**src/rtl/gpio_in_cond_pkg.sv**
```systemverilog
// Shared constants for the GPIO input conditioner.
package gpio_in_cond_pkg;
  localparam int GPIO_IN_WIDTH        = 13;
  localparam int DB_LIMIT_100MHZ_10MS = 1000000;
  localparam int DB_CNT_W             = 20;
  localparam int SYNC_STAGES_DEF      = 2;
endpackage

```
**src/rtl/gpio_in_cond_if.sv**
```systemverilog
// Pad-side inputs, conditioned outputs and event/irq controls of gpio_in_cond.
interface gpio_in_cond_if
  import gpio_in_cond_pkg::*;
#(
  parameter int WIDTH = GPIO_IN_WIDTH
);
  logic [WIDTH-1:0] pin_in;
  logic [WIDTH-1:0] level;
  logic [WIDTH-1:0] rise;
  logic [WIDTH-1:0] fall;
  logic [WIDTH-1:0] evt_clr;
  logic [WIDTH-1:0] evt_flag;
  logic [WIDTH-1:0] irq_mask;
  logic             irq;

  modport master (
    output pin_in, evt_clr, irq_mask,
    input  level, rise, fall, evt_flag, irq
  );

  modport slave (
    input  pin_in, evt_clr, irq_mask,
    output level, rise, fall, evt_flag, irq
  );
endinterface

```
**src/rtl/gpio_in_cond_debounce_bit.sv**
```systemverilog
// One GPIO bit: synchroniser chain, stable-run counter, debounced level and
// registered rise/fall pulses coincident with the level change.
module gpio_in_cond_debounce_bit
  import gpio_in_cond_pkg::*;
#(
  parameter int SYNC_STAGES = SYNC_STAGES_DEF,
  parameter int DB_CNT_W_P  = DB_CNT_W,
  parameter int DB_LIMIT    = DB_LIMIT_100MHZ_10MS
) (
  input  logic clk,
  input  logic rst,
  input  logic pin_i,
  output logic level_o,
  output logic rise_o,
  output logic fall_o
);
  localparam logic [DB_CNT_W_P-1:0] CNT_TC = DB_CNT_W_P'(DB_LIMIT - 1);

  logic [SYNC_STAGES-1:0] sync_q, sync_d;
  logic [DB_CNT_W_P-1:0]  cnt_q, cnt_d;
  logic                   level_q, level_d;
  logic                   rise_q, rise_d;
  logic                   fall_q, fall_d;
  logic                   sync_s;

  assign sync_s = sync_q[SYNC_STAGES-1];

  always_comb begin
    sync_d  = {sync_q[SYNC_STAGES-2:0], pin_i};
    cnt_d   = cnt_q;
    level_d = level_q;
    rise_d  = 1'b0;
    fall_d  = 1'b0;
    if (sync_s == level_q) begin
      cnt_d = '0;
    end else if (cnt_q == CNT_TC) begin
      // Mismatch has now been seen DB_LIMIT consecutive edges: accept it.
      level_d = sync_s;
      cnt_d   = '0;
      rise_d  = sync_s;
      fall_d  = ~sync_s;
    end else begin
      cnt_d = cnt_q + DB_CNT_W_P'(1);
    end
  end

  always_ff @(posedge clk) begin
    if (rst) begin
      sync_q  <= '0;
      cnt_q   <= '0;
      level_q <= 1'b0;
      rise_q  <= 1'b0;
      fall_q  <= 1'b0;
    end else begin
      sync_q  <= sync_d;
      cnt_q   <= cnt_d;
      level_q <= level_d;
      rise_q  <= rise_d;
      fall_q  <= fall_d;
    end
  end

  assign level_o = level_q;
  assign rise_o  = rise_q;
  assign fall_o  = fall_q;
endmodule

```
**src/rtl/gpio_in_cond.sv**
```systemverilog
// GPIO input conditioner: per-bit debounce, sticky edge flags and a masked,
// registered interrupt line feeding the localbus GPIO input port.
module gpio_in_cond
  import gpio_in_cond_pkg::*;
#(
  parameter int WIDTH       = GPIO_IN_WIDTH,
  parameter int SYNC_STAGES = SYNC_STAGES_DEF,
  parameter int DB_CNT_W_P  = DB_CNT_W,
  parameter int DB_LIMIT    = DB_LIMIT_100MHZ_10MS
) (
  input  logic           clk,
  input  logic           rst,
  gpio_in_cond_if.slave  bus
);
  logic [WIDTH-1:0] level_w;
  logic [WIDTH-1:0] rise_w;
  logic [WIDTH-1:0] fall_w;
  logic [WIDTH-1:0] flag_q, flag_d;
  logic             irq_q, irq_d;

  for (genvar g = 0; g < WIDTH; g++) begin : g_bit
    gpio_in_cond_debounce_bit #(
      .SYNC_STAGES (SYNC_STAGES),
      .DB_CNT_W_P  (DB_CNT_W_P),
      .DB_LIMIT    (DB_LIMIT)
    ) u_db (
      .clk     (clk),
      .rst     (rst),
      .pin_i   (bus.pin_in[g]),
      .level_o (level_w[g]),
      .rise_o  (rise_w[g]),
      .fall_o  (fall_w[g])
    );
  end

  // A new edge in the same cycle as a clear keeps the flag set.
  always_comb begin
    flag_d = (flag_q & ~bus.evt_clr) | rise_w | fall_w;
    irq_d  = |(flag_q & bus.irq_mask);
  end

  always_ff @(posedge clk) begin
    if (rst) begin
      flag_q <= '0;
      irq_q  <= 1'b0;
    end else begin
      flag_q <= flag_d;
      irq_q  <= irq_d;
    end
  end

  assign bus.level    = level_w;
  assign bus.rise     = rise_w;
  assign bus.fall     = fall_w;
  assign bus.evt_flag = flag_q;
  assign bus.irq      = irq_q;
endmodule

```
**src/flat_wrapper.sv**
```systemverilog
// flat-port wrapper written by rule: the top's interface ports become plain ports
module gpio_in_cond_flat import gpio_in_cond_pkg::*;
#(
  parameter int WIDTH       = GPIO_IN_WIDTH,
  parameter int SYNC_STAGES = SYNC_STAGES_DEF,
  parameter int DB_CNT_W_P  = DB_CNT_W,
  parameter int DB_LIMIT    = DB_LIMIT_100MHZ_10MS
)
  (clk, rst, bus_pin_in, bus_evt_clr, bus_irq_mask, bus_level, bus_rise, bus_fall, bus_evt_flag, bus_irq);
  gpio_in_cond_if #(.WIDTH(WIDTH)) bus_i ();
  input  logic clk;
  input  logic rst;
  input wire logic [$bits(bus_i.pin_in)-1:0] bus_pin_in;
  input wire logic [$bits(bus_i.evt_clr)-1:0] bus_evt_clr;
  input wire logic [$bits(bus_i.irq_mask)-1:0] bus_irq_mask;
  output wire logic [$bits(bus_i.level)-1:0] bus_level;
  output wire logic [$bits(bus_i.rise)-1:0] bus_rise;
  output wire logic [$bits(bus_i.fall)-1:0] bus_fall;
  output wire logic [$bits(bus_i.evt_flag)-1:0] bus_evt_flag;
  output wire logic [$bits(bus_i.irq)-1:0] bus_irq;
  assign bus_i.pin_in = bus_pin_in;
  assign bus_i.evt_clr = bus_evt_clr;
  assign bus_i.irq_mask = bus_irq_mask;
  assign bus_level = bus_i.level;
  assign bus_rise = bus_i.rise;
  assign bus_fall = bus_i.fall;
  assign bus_evt_flag = bus_i.evt_flag;
  assign bus_irq = bus_i.irq;
  gpio_in_cond #(.WIDTH(WIDTH), .SYNC_STAGES(SYNC_STAGES), .DB_CNT_W_P(DB_CNT_W_P), .DB_LIMIT(DB_LIMIT)) u_core (.clk(clk), .rst(rst), .bus(bus_i));
endmodule
```
**config.mk**
```make
export PLATFORM = sky130hd
export DESIGN_NAME = gpio_in_cond_flat
export DESIGN_NICKNAME = d
export VERILOG_FILES = /design/src/rtl/gpio_in_cond_pkg.sv /design/src/rtl/gpio_in_cond_if.sv /design/src/rtl/gpio_in_cond_debounce_bit.sv /design/src/rtl/gpio_in_cond.sv /design/src/flat_wrapper.sv
export SDC_FILE = /design/constraint.sdc
export NUM_CORES = 1
export LEC_CHECK = 0
export ABC_CLOCK_PERIOD_IN_PS = 2500
export CAP_MARGIN = 30
export CORE_ASPECT_RATIO = 0.7
export CORE_MARGIN = 5
export CORE_UTILIZATION = 59
export DETAILED_ROUTE_END_ITERATION = 8
export HOLD_SLACK_MARGIN = 0.08
export PLACE_DENSITY = 0.79
export SETUP_SLACK_MARGIN = 0.05
export SLEW_MARGIN = 20
export SYNTH_ARGS = -nofsm -noshare
export SYNTH_HDL_FRONTEND = slang
export SYNTH_HIERARCHICAL = 1
export SYNTH_SLANG_ARGS = --single-unit
```
**constraint.sdc**
```tcl
create_clock -name clk -period 2.5 [get_ports clk]
set_input_delay 0.5 -clock clk [delete_from_list [all_inputs] [get_ports clk]]
set_output_delay 0.5 -clock clk [all_outputs]
set_load 0.05 [all_outputs]
```
==> flow_summary.yaml <==
critical_path:
  crit_buf_inv: 1
  r2r_slack_ns: 0.47
  worst-r2r-cell-count: 5
  worstPathArrival_ns: 1.80
  critPathSlowestCell: "clkdlybuf4s50_1"
  critPathLaunch: "u_core/g_bit[2].u_db/level_o$_SDFFE_PP0P_"
  critPathTopFamily: "buffers and inverters"
  r2r-end: "u_core/g_bit[12].u_db/cnt_q[18]$_SDFF_PP0_"
  crit_fanout: 4
  critical_path.endpoint_type: "output pin"
  cpPeakStageDelay_ns: 0.86
  worstPathCellList: "clkdlybuf4s50_1"
  r2r-start: "u_core/g_bit[12].u_db/cnt_q[0]$_SDFF_PP0_"
  crit_end: "bus_level[2]"
  cp.depth: 1
  crit_required_ns: 2.00
  crit_type: "reg2out"
  start_kind: "register"
logic_synthesis:
  avgSynthCellArea_um2: 9.00
  syn_inst: 1642
  synth_cell_types: 46
  syn_area_um2: 14800
  ys_warn_count: 6
  syn_nets: 1696
  netlist.area_leader.share: 0.459
  ys_seq_elements: 339
  yosys.area.top_type: "dfxtp_1"
  synth_area_leaders: "dfxtp_1 (46%), xnor2_1 (10%), nor2_1 (7.1%)"
  yosysMostFrequentCell: "dfxtp_1"
  async_flop_share: 0
  synth_edf_count: 0
  synth-seq-area-share: 0.459
  synth_commonest_cells: "dfxtp_1 (339), nor2_1 (278), xnor2_1 (172)"
  ys.flop_type: "dfxtp_1"
cts:
  clk_pin_slew_ns: 0.06
  cts-htree-levels: 2
  clock_sink_count: 339
  numCtsBuffers: 35
  clockRootBuffer: "clkbuf_16"
  cts_hold_buf: 0
  clk_latency_ns: 0.52
  clockBufferDepth: 3
  cts_tree: "done"
  ctsResizeCount: 0
  postCtsSetupBuffers: 0
power_and_ir_drop:
  power.share.sequential: 0.503
  power.density_nw_per_um2: 622
  netSwitchingFraction: 0.200
  power.switching_mw: 2.16
  internal_power_mw: 8.66
  cellLeakagePower_nw: 5.20
  ir_drop_mv: 0.666
  pwr-share-clk: 0.480
  p_comb_frac: 0.017
cells_and_area:
  drive_gt1_frac: 0.0905
  area_growth_pct: 17.9
  antennaDiodeCount: 0
  finish.utilization: 0.706
  nets: 1844
drt:
  vias: 11900
  drc_errors: 0
  wire_per_inst_um: 14.3
  antenna_left: 0
  first_iter_violations: 762
  wl_um: 30500
  dr.pass1.iters: 5
  viasPerCell: 5.56
place:
  gp_congestion: 0.814
  hpwlAfterDp_um: 21700
  portBuffers: 93
timing:
  timing.fmax_mhz: 434
  maxSlewHeadroom: 0.603
  slew_violations: 0
  fin_setup_tns_ns: 0
  period_share: 0.921
  clock_skew_ns: 0.0171
  worstMarginPinSlew_ns: 0.590
  hold_viol: 0
  rsz0062_at_grt: "false"
  period_needed_ns: 2.30
  setup_viol: 0
die:
  initial_core_util: 0.598
  row_count: 48
  die_w_um: 199
  die_h_um: 142
  top_level_ports: 94
  die-area_um2: 28400
  coreArea_um2: 24700
global_route:
  grt_pass1_vias: 11100
  grt_antenna_before_repair: 0
  grt_max_degree: 22
  grt_pass1_wl_um: 52300
  grt_use_total: 0.215
  grt_overflow_total: 0
run_status:
  status: "completed"
worst_hold_path:
  min_path_type: "in2reg"
flow_run:
  maxCapViolations: 0
==> worst min path at each step <==
stage | startpoint | endpoint | slack [ns] | cells past startpoint
final | rst | u_core/g_bit[11].u_db/sync_q[0]$_SDFF_PP0_ | 0.38 | 2
after global routing | rst | u_core/g_bit[11].u_db/sync_q[0]$_SDFF_PP0_ | 0.36 | 2
after CTS | rst | u_core/g_bit[11].u_db/sync_q[0]$_SDFF_PP0_ | 0.35 | 2
after detailed placement | u_core/g_bit[7].u_db/sync_q[0]$_SDFF_PP0_ | u_core/g_bit[7].u_db/sync_q[1]$_SDFF_PP0_ | 0.43 | 1
after global placement | u_core/g_bit[6].u_db/sync_q[0]$_SDFF_PP0_ | u_core/g_bit[6].u_db/sync_q[1]$_SDFF_PP0_ | 0.42 | 1
after floorplan | u_core/g_bit[0].u_db/sync_q[0]$_SDFF_PP0_ | u_core/g_bit[0].u_db/sync_q[1]$_SDFF_PP0_ | 0.41 | 1
==> power by group through the flow <==
stage / sequential, mW / combinational (mW) / clock [mW]
3_3_place_gp: 5.56 / 0.182 / 0
4_1_cts: 5.44 / 0.186 / 5.33
3_5_place_dp: 5.56 / 0.184 / 0
2_1_floorplan: 5.56 / 0.0651 / 0
5_1_grt: 5.44 / 0.201 / 5.59
6_report: 5.44 / 0.184 / 5.20
==> worst register-to-register path, cell delays in order, from the launching register on <==
cell	delay [ns]
dfxtp_1	0.37
ha_1	0.20
nand3_1	0.26
nor4_1	0.60
mux2i_1	0.15
nor4b_1	0.34
==> state kept, by name, summed over array words and instances (netlist names) <==
signal / cells
u_core/bus.evt_flag: 13
u_core/g_bit.u_db/sync_q: 26
u_core/g_bit.u_db/cnt_q: 260
u_core/g_bit.u_db/rise_o: 13
u_core/bus.irq: 1
u_core/g_bit.u_db/fall_o: 13
u_core/g_bit.u_db/level_o: 13
==> cells by family (layout without fill, tap and decap cells) <==
group	count (synthesis)	after routing	synth area share
flip-flops	339	339	0.459
AO/OA/AOI/OAI	146	146	0.0590
buffers and inverters	102	272	0.0283
AND/OR/NAND/NOR	839	839	0.321
multiplexers	12	12	0.00813
adder cells (fa/ha/maj)	13	13	0.0110
XOR/XNOR	191	191	0.113
==> layout make-up <==
class                           instances  area, um2
Clock buffer                           52       1020
Clock inverter                          7        116
Fill cell                            1913       7270
Inverter                               86        323
Multi-Input combinational cell       1201       7570
Sequential cell                       339       6790
Tap cell                              325        407
Timing Repair Buffer                  127       1200
==> cells in the final DEF (no fill, tap or decap), drive strengths merged, types with 13 or more instances in the layout <==
cell / n
nand4: 66
nor4: 61
and3: 30
inv: 87
a21oi: 82
ha: 13
nor2: 278
xor2: 19
dfxtp: 339
o31ai: 27
or3: 17
nor4b: 13
nand2b: 39
clkbuf: 52
xnor2: 172
clkdlybuf4s50: 92
nand2: 53
o21ai: 30
nand3: 78
nor3: 74
or4: 39
or2: 24
buf: 35
nor2b: 26
==> through the flow <==
step	setup slack (ns)	power (mW)	instances	hold WS (ns)	cell area (um2)
2_1_floorplan	0.735	5.62	1642	0.414	14800
3_3_place_gp	0.598	5.74	2078	0.419	16300
3_5_place_dp	0.452	5.75	2078	0.427	16300
4_1_cts	0.148	11.0	2137	0.345	17400
5_1_grt	0.145	11.2	2137	0.360	17400
6_report	0.198	10.8	2137	0.375	17400
==> routing by layer <==
metal,share of wire,vias to the layer above,track usage
li1,-,6059,-
met1,0.49,5585,0.306
met2,0.45,189,0.340
met3,0.045,41,0.0395
met4,0.018,0,0.0550
met5,0,-,0
Power figures use the tool's default switching activity.
